### src/rtl/ws2812_pkg.sv
// Shared WS2812 line timing, decode thresholds and receiver state encoding.
package ws2812_pkg;

  // Driver bit timing in 100 MHz cycles, shared with ws2812_driver
  localparam int unsigned T0H = 35;
  localparam int unsigned T0L = 80;
  localparam int unsigned T1H = 70;
  localparam int unsigned T1L = 60;
  localparam int unsigned RES = 5000;

  localparam int unsigned T_MIN_H_DEF  = 10;
  localparam int unsigned T_THRESH_DEF = 52;
  localparam int unsigned T_MAX_H_DEF  = 200;

  localparam int unsigned PIXEL_W   = 24;
  localparam int unsigned CNT_W     = 13;
  localparam int unsigned BIT_CNT_W = 5;

  typedef enum logic [1:0] {
    SYNC   = 2'd0,
    IDLE   = 2'd1,
    MEAS_H = 2'd2,
    MEAS_L = 2'd3
  } state_t;

  function automatic logic [CNT_W-1:0] sat_inc(input logic [CNT_W-1:0] v);
    return (v == {CNT_W{1'b1}}) ? v : v + CNT_W'(1);
  endfunction

endpackage

### src/rtl/ws2812_edge_sync.sv
// Two-flop synchronizer for an asynchronous line plus rise/fall strobes
// taken against a registered copy of the synchronized level.
module ws2812_edge_sync (
  input  logic clk,
  input  logic reset,
  input  logic din,
  output logic din_s,
  output logic rise_c,
  output logic fall_c
);

  logic meta_q;
  logic din_d;

  always_ff @(posedge clk) begin
    if (reset) begin
      meta_q <= 1'b0;
      din_s  <= 1'b0;
      din_d  <= 1'b0;
    end else begin
      meta_q <= din;
      din_s  <= meta_q;
      din_d  <= din_s;
    end
  end

  assign rise_c = din_s & ~din_d;
  assign fall_c = ~din_s & din_d;

endmodule

### src/rtl/ws2812_receiver.sv
// WS2812 line decoder: pulse-width bit classification, pixel assembly and
// frame summary. Define WS2812_FWD_EN for daisy-chain pass-through on dout.
module ws2812_receiver
  import ws2812_pkg::*;
#(
  parameter int unsigned NUM_LED    = 8,
  parameter int unsigned IDX_W      = 6,
  parameter int unsigned T_MIN_H    = T_MIN_H_DEF,
  parameter int unsigned T_THRESH   = T_THRESH_DEF,
  parameter int unsigned T_MAX_H    = T_MAX_H_DEF,
  parameter int unsigned RES_CYCLES = RES
) (
  input  logic               clk,
  input  logic               reset,
  input  logic               din,
  output logic [PIXEL_W-1:0] pixel_data,
  output logic               pixel_valid,
  output logic [IDX_W-1:0]   pixel_idx,
  output logic               frame_done,
  output logic [IDX_W-1:0]   frame_count,
  output logic               err,
  output logic               busy,
  output logic               dout
);

  localparam logic [CNT_W-1:0]     MIN_H   = CNT_W'(T_MIN_H);
  localparam logic [CNT_W-1:0]     THRESH  = CNT_W'(T_THRESH);
  localparam logic [CNT_W-1:0]     MAX_H   = CNT_W'(T_MAX_H);
  localparam logic [CNT_W-1:0]     RES_M1  = CNT_W'(RES_CYCLES - 1);
  localparam logic [IDX_W-1:0]     MAX_PIX = IDX_W'(NUM_LED);
  localparam logic [BIT_CNT_W-1:0] LAST_BIT = BIT_CNT_W'(PIXEL_W - 1);

  logic din_s;
  logic rise_c;
  logic fall_c;

  ws2812_edge_sync u_edge_sync (
    .clk    (clk),
    .reset  (reset),
    .din    (din),
    .din_s  (din_s),
    .rise_c (rise_c),
    .fall_c (fall_c)
  );

  state_t                state_q, state_d;
  logic [CNT_W-1:0]      high_q, high_d;
  logic [CNT_W-1:0]      low_q, low_d;
  logic [BIT_CNT_W-1:0]  bit_q, bit_d;
  logic [IDX_W-1:0]      pix_q, pix_d;
  logic [PIXEL_W-1:0]    shift_q, shift_d;
  logic [PIXEL_W-1:0]    shifted_c;
  logic                  abort_c;

  logic [PIXEL_W-1:0]    data_d;
  logic                  valid_d;
  logic [IDX_W-1:0]      idx_d;
  logic                  done_d;
  logic [IDX_W-1:0]      count_d;
  logic                  err_d;
  logic                  busy_d;

  // Next-state and next-output logic
  always_comb begin
    state_d   = state_q;
    high_d    = high_q;
    low_d     = low_q;
    bit_d     = bit_q;
    pix_d     = pix_q;
    shift_d   = shift_q;
    data_d    = pixel_data;
    valid_d   = 1'b0;
    idx_d     = pixel_idx;
    done_d    = 1'b0;
    count_d   = frame_count;
    err_d     = 1'b0;
    busy_d    = busy;
    abort_c   = 1'b0;
    shifted_c = {shift_q[PIXEL_W-2:0], (high_q >= THRESH)};

    unique case (state_q)
      SYNC: begin
        busy_d = 1'b0;
        if (din_s) begin
          low_d = '0;
        end else if (low_q >= RES_M1) begin
          low_d   = '0;
          state_d = IDLE;
        end else begin
          low_d = sat_inc(low_q);
        end
      end

      IDLE: begin
        if (rise_c) begin
          high_d  = CNT_W'(1);
          busy_d  = 1'b1;
          state_d = MEAS_H;
        end
      end

      MEAS_H: begin
        if (high_q > MAX_H) begin
          err_d   = 1'b1;
          abort_c = 1'b1;
        end else if (fall_c) begin
          if (high_q < MIN_H) begin
            err_d   = 1'b1;
            abort_c = 1'b1;
          end else begin
            shift_d = shifted_c;
            low_d   = CNT_W'(1);
            state_d = MEAS_L;
            if (bit_q == LAST_BIT) begin
              bit_d = '0;
              // Pixels beyond NUM_LED are still consumed but only flagged
              if (pix_q == MAX_PIX) begin
                err_d = 1'b1;
              end else begin
                data_d  = shifted_c;
                valid_d = 1'b1;
                idx_d   = pix_q;
                pix_d   = pix_q + IDX_W'(1);
              end
            end else begin
              bit_d = bit_q + BIT_CNT_W'(1);
            end
          end
        end else begin
          high_d = sat_inc(high_q);
        end
      end

      MEAS_L: begin
        if (rise_c) begin
          high_d  = CNT_W'(1);
          state_d = MEAS_H;
        end else if (low_q >= RES_M1) begin
          done_d  = 1'b1;
          count_d = pix_q;
          err_d   = (bit_q != '0);
          busy_d  = 1'b0;
          pix_d   = '0;
          bit_d   = '0;
          shift_d = '0;
          low_d   = '0;
          state_d = IDLE;
        end else begin
          low_d = sat_inc(low_q);
        end
      end
    endcase

    // Line errors drop the frame and require a full reset gap to resync
    if (abort_c) begin
      state_d = SYNC;
      busy_d  = 1'b0;
      pix_d   = '0;
      bit_d   = '0;
      shift_d = '0;
      low_d   = '0;
    end
  end

  always_ff @(posedge clk) begin
    if (reset) begin
      state_q     <= SYNC;
      high_q      <= '0;
      low_q       <= '0;
      bit_q       <= '0;
      pix_q       <= '0;
      shift_q     <= '0;
      pixel_data  <= '0;
      pixel_valid <= 1'b0;
      pixel_idx   <= '0;
      frame_done  <= 1'b0;
      frame_count <= '0;
      err         <= 1'b0;
      busy        <= 1'b0;
    end else begin
      state_q     <= state_d;
      high_q      <= high_d;
      low_q       <= low_d;
      bit_q       <= bit_d;
      pix_q       <= pix_d;
      shift_q     <= shift_d;
      pixel_data  <= data_d;
      pixel_valid <= valid_d;
      pixel_idx   <= idx_d;
      frame_done  <= done_d;
      frame_count <= count_d;
      err         <= err_d;
      busy        <= busy_d;
    end
  end

`ifdef WS2812_FWD_EN
  // Own pixel is swallowed; everything after it is re-timed onto dout
  always_ff @(posedge clk) begin
    if (reset) begin
      dout <= 1'b0;
    end else begin
      dout <= (pix_d != '0) ? din_s : 1'b0;
    end
  end
`else
  assign dout = 1'b0;
`endif

endmodule

### config.mk
export PLATFORM = sky130hd
export DESIGN_NAME = ws2812_receiver
export DESIGN_NICKNAME = d
export VERILOG_FILES = /design/src/rtl/ws2812_pkg.sv /design/src/rtl/ws2812_edge_sync.sv /design/src/rtl/ws2812_receiver.sv
export SDC_FILE = /design/constraint.sdc
export NUM_CORES = 1
export LEC_CHECK = 0
export CAP_MARGIN = 5
export CORE_AREA = 2 2 107 109
export DETAILED_ROUTE_END_ITERATION = 10
export DIE_AREA = 0 0 109 111
export DONT_BUFFER_PORTS = 1
export GPL_TIMING_DRIVEN = 0
export PLACE_DENSITY = 0.7
export SYNTH_ARGS = -nofsm -noshare
export SYNTH_HDL_FRONTEND = slang
export SYNTH_SLANG_ARGS = --single-unit
### constraint.sdc
create_clock -name clk -period 3 [get_ports clk]
set_clock_uncertainty 0.05 [all_clocks]
set_input_delay 0.3 -clock clk [delete_from_list [all_inputs] [get_ports clk]]
set_output_delay 0.3 -clock clk [all_outputs]
set_load 0.02 [all_outputs]
Yosys cells after proc, flatten, opt, wreduce, memory -nomap -nowiden

Index checks and enable logic that the tools add are counted.
Widths: inputs -> output; s select.

Register bits: 105
Output and inout port bits: 41

Add/subtract/negate cells: 4
Magnitude comparators: 4
Equal/unequal tests: 19
Mux-type cells: 60
Bitwise operators: 12
Reduce and logical (&&, ||, !) cells: 18

Operator list:

| operator              | number |
|---|---|
| $mux 13               | 11 |
| $mux 23               | 5 |
| $pmux 23 s2           | 1 |
| $mux 6                | 7 |
| $pmux 13 s3           | 1 |
| $mux 5                | 6 |
| $add 13x1->13 const B | 2 |
| $eq 13x13->1 const B  | 2 |
| $pmux 13 s2           | 1 |
| $ne 2x2->1 const B    | 11 |
| $mux 1                | 16 |
| $reduce_and 5->1      | 3 |
| $mux 2                | 7 |
| $ge 13x13->1 const B  | 1 |
| $ge 13x6->1 const B   | 1 |
| $gt 13x8->1 const B   | 1 |
| $lt 13x4->1 const B   | 1 |
| $pmux 6 s2            | 1 |
| $reduce_and 6->1      | 2 |
| $not 1->1             | 10 |
| $pmux 5 s2            | 1 |
| $pmux 2 s4            | 1 |
| $reduce_and 8->1      | 1 |
| $add 6x1->6 const B   | 1 |
| other kinds (18)      | 23 |

Depth between registers and ports, before layout

Gate-level depths: netlist of run 1.

Depth after elaboration: 7
Mapped depth: 8
Gate-level depth less buffers: 7

Hierarchy

From an unflattened synthesis of run 1, not the netlist that was laid out.

Cells, all modules: 568
Area, all modules: 4,704.5 um^2

Modules (own cells, without submodules):

| module           | instances | cells an instance | area an instance (um^2) | seq. area each (um^2) |
|---|---|---|---|---|
| ws2812_receiver  | 1         | 560               | 4,613.2                 | 2,042.0 |
| ws2812_edge_sync | 1         | 8                 | 91.3                    | 60.1 |

Least setup slack after synthesis of run 1

OpenSTA, ideal clock, no wires.

Path type: flip-flop to flip-flop
Start: register low_q[0]
End: register shift_q[0]
Library setup time: 0.117 ns
Arrival time: 1.925 ns
Required time: 2.833 ns
Path slack: 0.907 ns
Cell stages (with the launch flop): 8
Period minus slack after synthesis: 2.093 ns
Cells stage by stage: dfxtp_1 > ha_1 > nand2_1 > a311oi_4 > nand2_2 > a21o_2 > buf_2 > a32o_1

Longest elaborated chain between the ends: 3

RTL lines:

| what                       | RTL line               | source |
|---|---|---|
| start: declaration         | ws2812_receiver.sv:48  | `logic [CNT_W-1:0] low_q, low_d;` |
| start signal: assignment   | ws2812_receiver.sv:183 | `low_q <= low_d;` |
| $ge 13x13->1               | ws2812_receiver.sv:138 | `end else if (low_q >= RES_M1) begin` |
| $ne 2x2->1 (no line)       | -                      |  |
| $reduce_and 6->1 (no line) | -                      |  |
| end signal: assignment     | ws2812_receiver.sv:186 | `shift_q <= shift_d;` |
| end: declaration           | ws2812_receiver.sv:51  | `logic [PIXEL_W-1:0] shift_q, shift_d;` |

Every way passes these cells.
A chain may end at the register's enable or synchronous reset.

Worst setup path after layout of run 1

Start: register low_q[0]
End: register shift_q[13]

The elaborated chain is that of the path after synthesis.

==> results.cfg, run 1 <==
[status]
outcome = complete, no violations

[synth]
syn_area_per_cell_um2 = 9.084
syn-num-nets = 541
synthTopCellsByArea = dfxtp_1 (44%), nand3_1 (5.7%), a21oi_1 (5.4%), a32o_1 (5.0%), o21ai_0 (3.0%)
netlist-cell-type-count = 65
ys_ff_latch = 105
yosysSeqAreaShare_pct = 43.58
synthCells = 531
synth_most_common_cell = dfxtp_1
synth_common_cells = dfxtp_1 (105), nand3_1 (55), a21oi_1 (52)
synth_top_area_share_pct = 43.58
ys_async_sr_fraction_pct = 0
synth_top_cell_by_area = dfxtp_1
synth_area_mm2 = 0.004823
synth-edff-count = 0
ys_warn_count = 0
ys.flop_type = dfxtp_1

[sta]
slew_violations = 0
min_period_over_period_pct = 82.84
hold_viol_final = 0
max_freq_mhz = 402.4
rsz0062_at_grt = no
worst_slew_pin_slew_ps = 751.3
relSlewSlack_pct = 49.45
finalSetupViolations = 0
period_minus_slack_ps = 2485
tns_ps = 0

[placement]
hpwl_um = 8265
placed_area_mm2 = 0.005002
numPortBuffers = 0
globalplace.congestion = 0.8859

[route]
drtPass1Iterations = 5
drc_errors = 0
avgViaCountPerCell = 6.119
routed_wl_um = 11620
postRouteAntennaNets = 0
first_iter_violations = 381
dr_total_vias = 4222
wl_per_cell_um = 16.84

[floorplanning]
dieArea_mm2 = 0.01210
initial_core_util_pct = 43.54
die_h_um = 111
boundaryPins = 44
rows = 39
core_area_mm2 = 0.01108
fp.dieW_um = 109

[worst_setup_path]
start_kind = register
worstSetupPathType = reg -> reg
crit_fanout = 10
worstPathRequired_ps = 3200
critPathArrivalTime_ps = 2690
critical_path.max_stage_delay_ps = 480
cpMaxStageDelayCell = a311oi_4
crit_chain = ha_1 > nand2_1 > a311oi_4 > nand2_2 > a21o_2 > buf_2 > a32o_1
endpoint_kind = register

[pwr]
total_power_mw = 2.647
powerDensity_mw_per_mm2 = 498.4
ir_drop_v = 0.0003700
leakagePower_nw = 1.756

[grt]
antenna_found_initial = 0
grt_pass1_vias = 4159
grt_start_max_net_pins = 22
grt_usage_pct = 20.35
grt_overflow = 0
grt_pass1_wl_um = 19910

[cts]
cts-root-buf = clkbuf_16
cts_resized = 0
cts_setup_buffers = 0
clk_pin_slew_ps = 80
cts_buffers = 9
clk-insertion-delay-late_ps = 360
clk_path_buf_depth = 2
cts_tree = done
cts.sinks = 105
hold_buffers = 0
cts_max_level = 3

[layout]
diodes = 0
regArea_mm2 = 0.002102
postLayoutCellArea_mm2 = 0.005310
post_route_cells_drive_above_1_share_pct = 10.05
area_growth_pct = 10.09
multi_input_area_mm2 = 0.002481
layout.nets = 552
num-fill-cells = 1067

[run]
maxCapViolations = 0

[hold_path]
min_path_type = in -> reg
==> cell usage in the layout (no fill, tap or decap), types with 5 or more instances in the layout <==
cell type  count
a211oi_1       8
a21oi_1       52
a32o_1        24
and2_1         5
and3_1        12
buf_2         12
clkbuf_1      14
clkbuf_16      9
dfxtp_1      105
ha_1           7
inv_1         14
mux2i_1       11
nand2_1       25
nand3_1       55
nand4_1        8
nor2_1        18
nor2b_1        7
nor3_1        12
o21ai_0       29
o21ai_1       12
o31ai_1       12
or4_1         10
==> logic make-up (layout without fill, tap and decap cells) <==
family | count (synthesis) | in the layout | synth area share [%]
other cells | 1 | 1 | 0.07775
mux | 11 | 11 | 2.283
buf+inv | 49 | 65 | 4.981
compound gates | 169 | 169 | 24.54
flops | 105 | 105 | 43.58
simple gates | 189 | 189 | 22.72
fa+ha+maj | 7 | 7 | 1.816
==> power by group <==
group	leakage (nW)	internal, mW	switching (mW)	total, mW
logic	0.762	0.0162	0.0366	0.0528
clock network	0.147	0.596	0.594	1.19
registers	0.846	1.40	0.00631	1.40
==> layer usage <==
layer	share of wire [%]	vias to the layer above	track usage, %	routed length (um)
met3	5.0	15	4.644	577
met4	1.6	0	7.094	191
li1	-	2043	-	-
met5	0	-	0	0
met2	48	114	32.92	5560
met1	46	2050	26.39	5292
==> through the flow <==
step | cells | util (%) | hold slack [ps] | worst slack (ps)
5_1_grt | 690 | 47.94 | 42.21 | 337.8
3_3_place_gp | 674 | 45.16 | 369.3 | 603.9
6_report | 690 | 47.94 | 25.88 | 514.8
2_1_floorplan | 531 | - | 363.8 | 907.3
3_5_place_dp | 674 | 45.16 | 387.0 | 544.9
4_1_cts | 690 | 47.94 | 18.51 | 553.2
==> worst max-delay path, delay by kind of cell (launching register included) <==
kind | cells | cell delay [ps]
AOI/OAI and AO/OA | 3 | 1060
DFF | 1 | 430
and+or+nand+nor | 2 | 420
adders and majority gates | 1 | 220
buffers and inverters | 1 | 200
==> worst paths after layout <==
check,slack (ps),from,cells after the start,end
setup / recovery,510,low_q[0],7,shift_q[13]
hold / removal,30,din,1,u_edge_sync.meta_q
setup reg to reg,510,low_q[0],7,shift_q[13]
hold reg to reg,400,u_edge_sync.meta_q,1,u_edge_sync.din_s
==> area by class of cell <==
cell class / count / area share [%]
clock inverter: 7 / 1.555
sequential: 105 / 39.59
tap: 143 / 3.369
buffer: 35 / 3.534
inverter: 14 / 0.9896
clock buffer: 9 / 4.241
multi-input combinational: 377 / 46.72
==> registers in the layout (all words and copies together) (netlist names), 2 cells and up <==
name,count
pix_q,6
shift_q,23
high_q,13
low_q,13
pixel_idx,6
bit_q,5
pixel_data,24
frame_count,6
state_q,2
(Power assumes the default switching activity.)
==> run 2, diff against run 1 <==
--- a/config.mk
+++ b/config.mk
@@ -5,10 +5,11 @@
 export SDC_FILE = /design/constraint.sdc
 export NUM_CORES = 1
 export LEC_CHECK = 0
+export ABC_AREA = 1
 export CAP_MARGIN = 5
-export CORE_AREA = 2 2 107 109
+export CORE_AREA = 2 2 108 110
 export DETAILED_ROUTE_END_ITERATION = 10
-export DIE_AREA = 0 0 109 111
+export DIE_AREA = 0 0 110 112
 export DONT_BUFFER_PORTS = 1
 export GPL_TIMING_DRIVEN = 0
 export PLACE_DENSITY = 0.7
==> constraint.sdc (replaced) <==
create_clock -name clk -period 2.3 [get_ports clk]
set_clock_uncertainty 0.05 [all_clocks]
set_input_delay 0.23 -clock clk [delete_from_list [all_inputs] [get_ports clk]]
set_output_delay 0.23 -clock clk [all_outputs]
set_load 0.02 [all_outputs]
==> run 2 against run 1 <==
  * Critical endpoint is now pixel_data[23]
  * Setup slack worse by 260 ps
  * Design area up 1.7%
  * Area after synthesis up 1.4%
  * Global-route usage down 0.51 points
  * Count of clock-buffer cells in the layout up 1
  * Wire length down 1.0%
  * Critical path depth up 2
==> results.cfg, run 2 <==
[floorplanning]
dieArea_mm2 = 0.01232
fp.dieW_um = 110
rows = 39
core_area_mm2 = 0.01117
die_h_um = 112
boundaryPins = 44
initial_core_util_pct = 43.77

[grt]
grt_start_max_net_pins = 20
grt_pass1_vias = 4253
antenna_found_initial = 0
grt_usage_pct = 19.83
grt_overflow = 0
grt_pass1_wl_um = 19620

[layout]
layout_common_cells = nand2_1 (130), nor2_1 (130), dfxtp_1 (105)
post_route_cells_drive_above_1_share_pct = 9.423
area_growth_pct = 10.39
largest_reg_flops = 24
num-fill-cells = 1109
top_register = pixel_data
diodes = 0
layout.nets = 716
reg_top3 = pixel_data x24, shift_q x23
postLayoutCellArea_mm2 = 0.005399

[cts]
clk-insertion-delay-late_ps = 360
cts.sinks = 105
cts-root-buf = clkbuf_16
clk_path_buf_depth = 2
cts_resized = 0
clk_pin_slew_ps = 80
cts_buffers = 9
cts_tree = done
cts_max_level = 3

[synth]
synth_top_area_share_pct = 42.98
yosysSeqAreaShare_pct = 42.98
synthTopCellsByArea = dfxtp_1 (43%), nand2_1 (10%), nor2_1 (10%), a21oi_1 (5.6%), nand3_1 (5.3%)
synthCells = 692
ys_ff_latch = 105
synth_top_cell_by_area = dfxtp_1
ys_warn_count = 0
ys_async_sr_fraction_pct = 0
ys.flop_type = dfxtp_1
syn_area_per_cell_um2 = 7.068
syn-num-nets = 702
synth_common_cells = nand2_1 (130), nor2_1 (130), dfxtp_1 (105)
netlist-cell-type-count = 41
synth_area_mm2 = 0.004891
synth-edff-count = 0

[worst_setup_path]
r2r_cells = 9
crit_chain = ha_1 > nand2_1 > nor3_4 > nand4_1 > nor2_4 > inv_2 > buf_2 > nor2_1 > nor2_1
cp.depth = 9
crit_path_start = bit_q[0]
r2r_end = pixel_data[23]
start_kind = register
worstPathRequired_ps = 2500
crit_fanout = 10
critPathArrivalTime_ps = 2250
ff2ff_setup_slack_ps = 260
rr_startpoint = bit_q[0]
crit_buf_inv = 2
endpoint_kind = register
cpMaxStageDelayCell = dfxtp_1
path_common_cell = nor2_1
worstSetupPathType = reg -> reg
cp_top_family = simple AND/OR/NAND/NOR gates
setup.worst_path.end = pixel_data[23]
critical_path.max_stage_delay_ps = 400

[sta]
tns_ps = 0
fin_ws_ps = 257.0
finalSetupViolations = 0
period_minus_slack_ps = 2043
hold_ws_ps = 209.6
relSlewSlack_pct = 61.58
worst_slew_pin_slew_ps = 576.3
rsz0062_at_grt = no
max_freq_mhz = 489.5
min_period_over_period_pct = 88.83
slew_violations = 0
hold_viol_final = 0

[run]
maxCapViolations = 0

[status]
outcome = complete, no violations

[pwr]
total_power_mw = 3.439
ir_drop_v = 0.0003256
p_int_mw = 2.610
p_comb_share_pct = 2.4
p_sw_mw = 0.8292
powerDensity_mw_per_mm2 = 637.0
switching_share_pct = 24.11
p_seq_share_pct = 53.2
leakagePower_nw = 2.199
pwr-share-clk_pct = 44.5

[route]
drtPass1Iterations = 5
dr_total_vias = 4512
avgViaCountPerCell = 5.283
wl_per_cell_um = 13.47
postRouteAntennaNets = 0
first_iter_violations = 207
drc_errors = 0
routed_wl_um = 11500

[hold_path]
min_path_type = in -> reg
min_path_cells = 5

[placement]
globalplace.congestion = 0.9003
hpwl_um = 8272
dp_slack_ps = 198.0
placed_area_mm2 = 0.005070
numPortBuffers = 0
run 2: changes by cell type after synthesis, moves of 11 or more:
cell and change:
nor2_1 +112, o31ai_1 -12, a32o_1 -24, mux2i_1 -11, o21ai_0 +21, and3_1 -12, inv_1 +37, nand2_1 +105
run 2: timing repair:
action	CTS	global route
buffers inserted	0	1
endpoints found under the setup margin	0	10
hold endpoints to repair	4	0
hold buffers	2	0
run 2: power by group through the flow:
stage | registers (mW) | logic [mW] | clock network [mW]
floorplan | 1.87 | 0.0580 | 0
global placement | 1.87 | 0.0760 | 0
detailed placement | 1.87 | 0.0774 | 0
CTS | 1.83 | 0.0813 | 1.55
global route | 1.83 | 0.0905 | 1.63
finish | 1.83 | 0.0810 | 1.53
run 2: final cells by class:
class                           count  area [um^2]  area share, %
Inverter                           57        216.5          4.009
Clock inverter                      6        60.06          1.112
Clock buffer                       10        229.0          4.241
Timing Repair Buffer                3        40.04         0.7416
Tap cell                          143        178.9          3.314
Sequential cell                   105         2102          38.93
Buffer                             32        192.7          3.569
Multi-Input combinational cell    498         2380          44.08
run 2: kinds of logic (layout without fill, tap and decap cells):
kind of cell    Yosys count  after routing  share of synthesized area [%]
simple gates            367            367                          33.26
compound gates          118            118                          12.64
flops                   105            105                          42.98
buf+inv                  89            108                          8.365
fa+ha+maj                 7              7                          1.791
xor+xnor                  5              5                         0.8953
other cells               1              1                        0.07667
run 2: worst min-delay path: stages:
cell      delay [ps]
inv_1             40
o211ai_2         120
nor2_1            70
o21ai_0           70
nor2_1            50
run 2: how the worst min path moves through the flow:
stage | start | slack (ps) | end
2_1_floorplan | reset | 260 | high_q[11]
3_3_place_gp | reset | 260 | high_q[12]
3_5_place_dp | reset | 260 | high_q[11]
4_1_cts | reset | 220 | pix_q[3]
5_1_grt | reset | 240 | pix_q[3]
6_report | reset | 210 | pix_q[3]
run 2: stage by stage:
step | cells | util [%]
finish | 854 | 48.31
global route | 854 | 48.31
CTS | 853 | 48.14
detailed placement | 835 | 45.37
global placement | 835 | 45.37
floorplan | 692 | -
run 2: layer usage:
metal | global-route usage, % | routed length [um]
met5 | 0 | 0
met4 | 6.667 | 178
met3 | 4.391 | 510
met2 | 32.76 | 5611
met1 | 25.36 | 5201
==> run 3, diff against run 2 <==
--- a/config.mk
+++ b/config.mk
@@ -5,11 +5,12 @@
 export SDC_FILE = /design/constraint.sdc
 export NUM_CORES = 1
 export LEC_CHECK = 0
-export ABC_AREA = 1
+export ABC_AREA = 0
 export CAP_MARGIN = 5
-export CORE_AREA = 2 2 108 110
+export CORE_AREA = 2 2 107 109
+export CTS_CLUSTER_DIAMETER = 100
 export DETAILED_ROUTE_END_ITERATION = 10
-export DIE_AREA = 0 0 110 112
+export DIE_AREA = 0 0 109 111
 export DONT_BUFFER_PORTS = 1
 export GPL_TIMING_DRIVEN = 0
 export PLACE_DENSITY = 0.7
==> run 3 against run 2 <==
  * Non-clock buffer count grew 9
  * Sequential power is essentially flat
  * Final cell count shrank 18%
  * Critical endpoint is now shift_q[13]
  * Highest routed layer unchanged
==> results.cfg, run 3 (synthesized netlist as in run 1, its figures left out) <==
[status]
outcome = complete, no violations

[floorplanning]
rows = 39
core_area_mm2 = 0.01108
dieArea_mm2 = 0.01210
die_h_um = 111
fp.dieW_um = 109
initial_core_util_pct = 43.54
boundaryPins = 44

[worst_setup_path]
worstPathRequired_ps = 2510
crit_chain = nand2b_1 > a2111oi_4 > nor3_4 > and2_1 > buf_2 > buf_4 > a32o_1
start_kind = register
cpMaxStageDelayCell = a2111oi_4
worstSetupPathType = reg -> reg
critPathArrivalTime_ps = 2390
critical_path.max_stage_delay_ps = 440
crit_fanout = 10
endpoint_kind = register

[route]
routed_wl_um = 11940
avgViaCountPerCell = 6.183
dr_total_vias = 4328
wl_per_cell_um = 17.06
postRouteAntennaNets = 0
drc_errors = 0
drtPass1Iterations = 5
first_iter_violations = 444

[cts]
cts.sinks = 105
clk_path_buf_depth = 2
cts_max_level = 3
cts_buffers = 9
clk-insertion-delay-late_ps = 360
clk_pin_slew_ps = 80
cts_tree = done
cts-root-buf = clkbuf_16

[layout]
top_register = pixel_data
num-fill-cells = 1049
multi_input_area_mm2 = 0.002570
diodes = 0
area_growth_pct = 13.72
layout_common_cells = dfxtp_1 (102), nand3_1 (54), a21oi_1 (51)
reg_top3 = pixel_data x24, shift_q x23
post_route_cells_drive_above_1_share_pct = 15.80
regArea_mm2 = 0.002106
mostFrequentLayoutCell = dfxtp_1
layout.nets = 562
largest_reg_flops = 24
postLayoutCellArea_mm2 = 0.005485

[grt]
antenna_found_initial = 0
grt_pass1_wl_um = 19960
grt_overflow = 0
grt_usage_pct = 20.38
grt_start_max_net_pins = 22
grt_pass1_vias = 4179

[pwr]
leakagePower_nw = 1.852
powerDensity_mw_per_mm2 = 630.6
ir_drop_v = 0.0004827

[sta]
slew_violations = 0
min_period_over_period_pct = 94.98
worst_slew_pin_slew_ps = 763.6
tns_ps = 0
period_minus_slack_ps = 2185
finalSetupViolations = 0
hold_viol_final = 0
relSlewSlack_pct = 48.62
max_freq_mhz = 457.8

[placement]
globalplace.congestion = 0.8859
numPortBuffers = 0
placed_area_mm2 = 0.005002
hpwl_um = 8265

[run]
maxCapViolations = 0

[hold_path]
min_path_type = in -> reg
[run 3: cell count changes in the layout (fill, tap and decap cells not counted), moves of 8 or more]
cell,previous run,this run
nor2_1,130,17
nand2_1,130,23
inv_1,51,14
a32o_1,0,24
o21ai_0,50,29
and3_1,0,12
o31ai_1,0,12
mux2i_1,0,11
or4_1,0,10
nand4_1,17,8
o21ai_1,3,11
[run 3: through the flow]
stage,utilization [%],total power [mW],setup WS [ps],std cells,hold WS (ps)
after floorplan,-,1.922,207.3,531,308.2
after global routing,49.52,3.557,-6.568,700,62.16
after global placement,45.16,1.939,-96.14,674,311.2
after CTS,48.21,3.481,2.344,692,50.25
final,49.52,3.459,115.4,700,62.17
after detailed placement,45.16,1.942,-155.1,674,317.0
[run 3: area by class of cell]
type                            instances  area share (%)
Sequential cell                       105           38.39
Buffer                                 35           3.650
Timing Repair Buffer                    9           1.277
Multi-Input combinational cell        378           46.85
Inverter                               14          0.9580
Clock inverter                          7           1.505
Tap cell                              143           3.262
Clock buffer                            9           4.106
[run 3: routing by layer]
layer,share of wire [%],global-route usage (%),up-vias
met2,48,32.96,126
li1,-,-,2069
met5,0,0,-
met4,1.8,7.094,0
met3,5.6,4.586,17
met1,44,26.50,2116
[run 3: worst paths after layout]
path	start	to	slack (ps)	cells past startpoint
min reg2reg	u_edge_sync.meta_q	u_edge_sync.din_s	400	1
max reg2reg	state_q[0]	shift_q[13]	120	7
max	state_q[0]	shift_q[13]	120	7
min	reset	pix_q[5]	60	3
[run 3: critical path, delay by kind of cell, from the launching register on]
kind / cells / cell delay [ps]
AOI/OAI and AO/OA: 2 / 700
and+or+nand+nor: 3 / 670
buffers and inverters: 2 / 320
DFF: 1 / 350
[run 3: what timing repair did]
item,in CTS,in global routing
endpoints found under the hold margin,1,0
buffers inserted,1,7
hold buffers,1,0
setup endpoints to repair,30,80
pin swaps,1,6
gates cloned,0,1
gates resized for setup,4,30
[run 3: report_power, final]
| part | switching [mW] | internal, mW |
|---|---|---|
| logic | 0.0493 | 0.0262 |
| registers | 0.00857 | 1.82 |
| clock network | 0.775 | 0.778 |
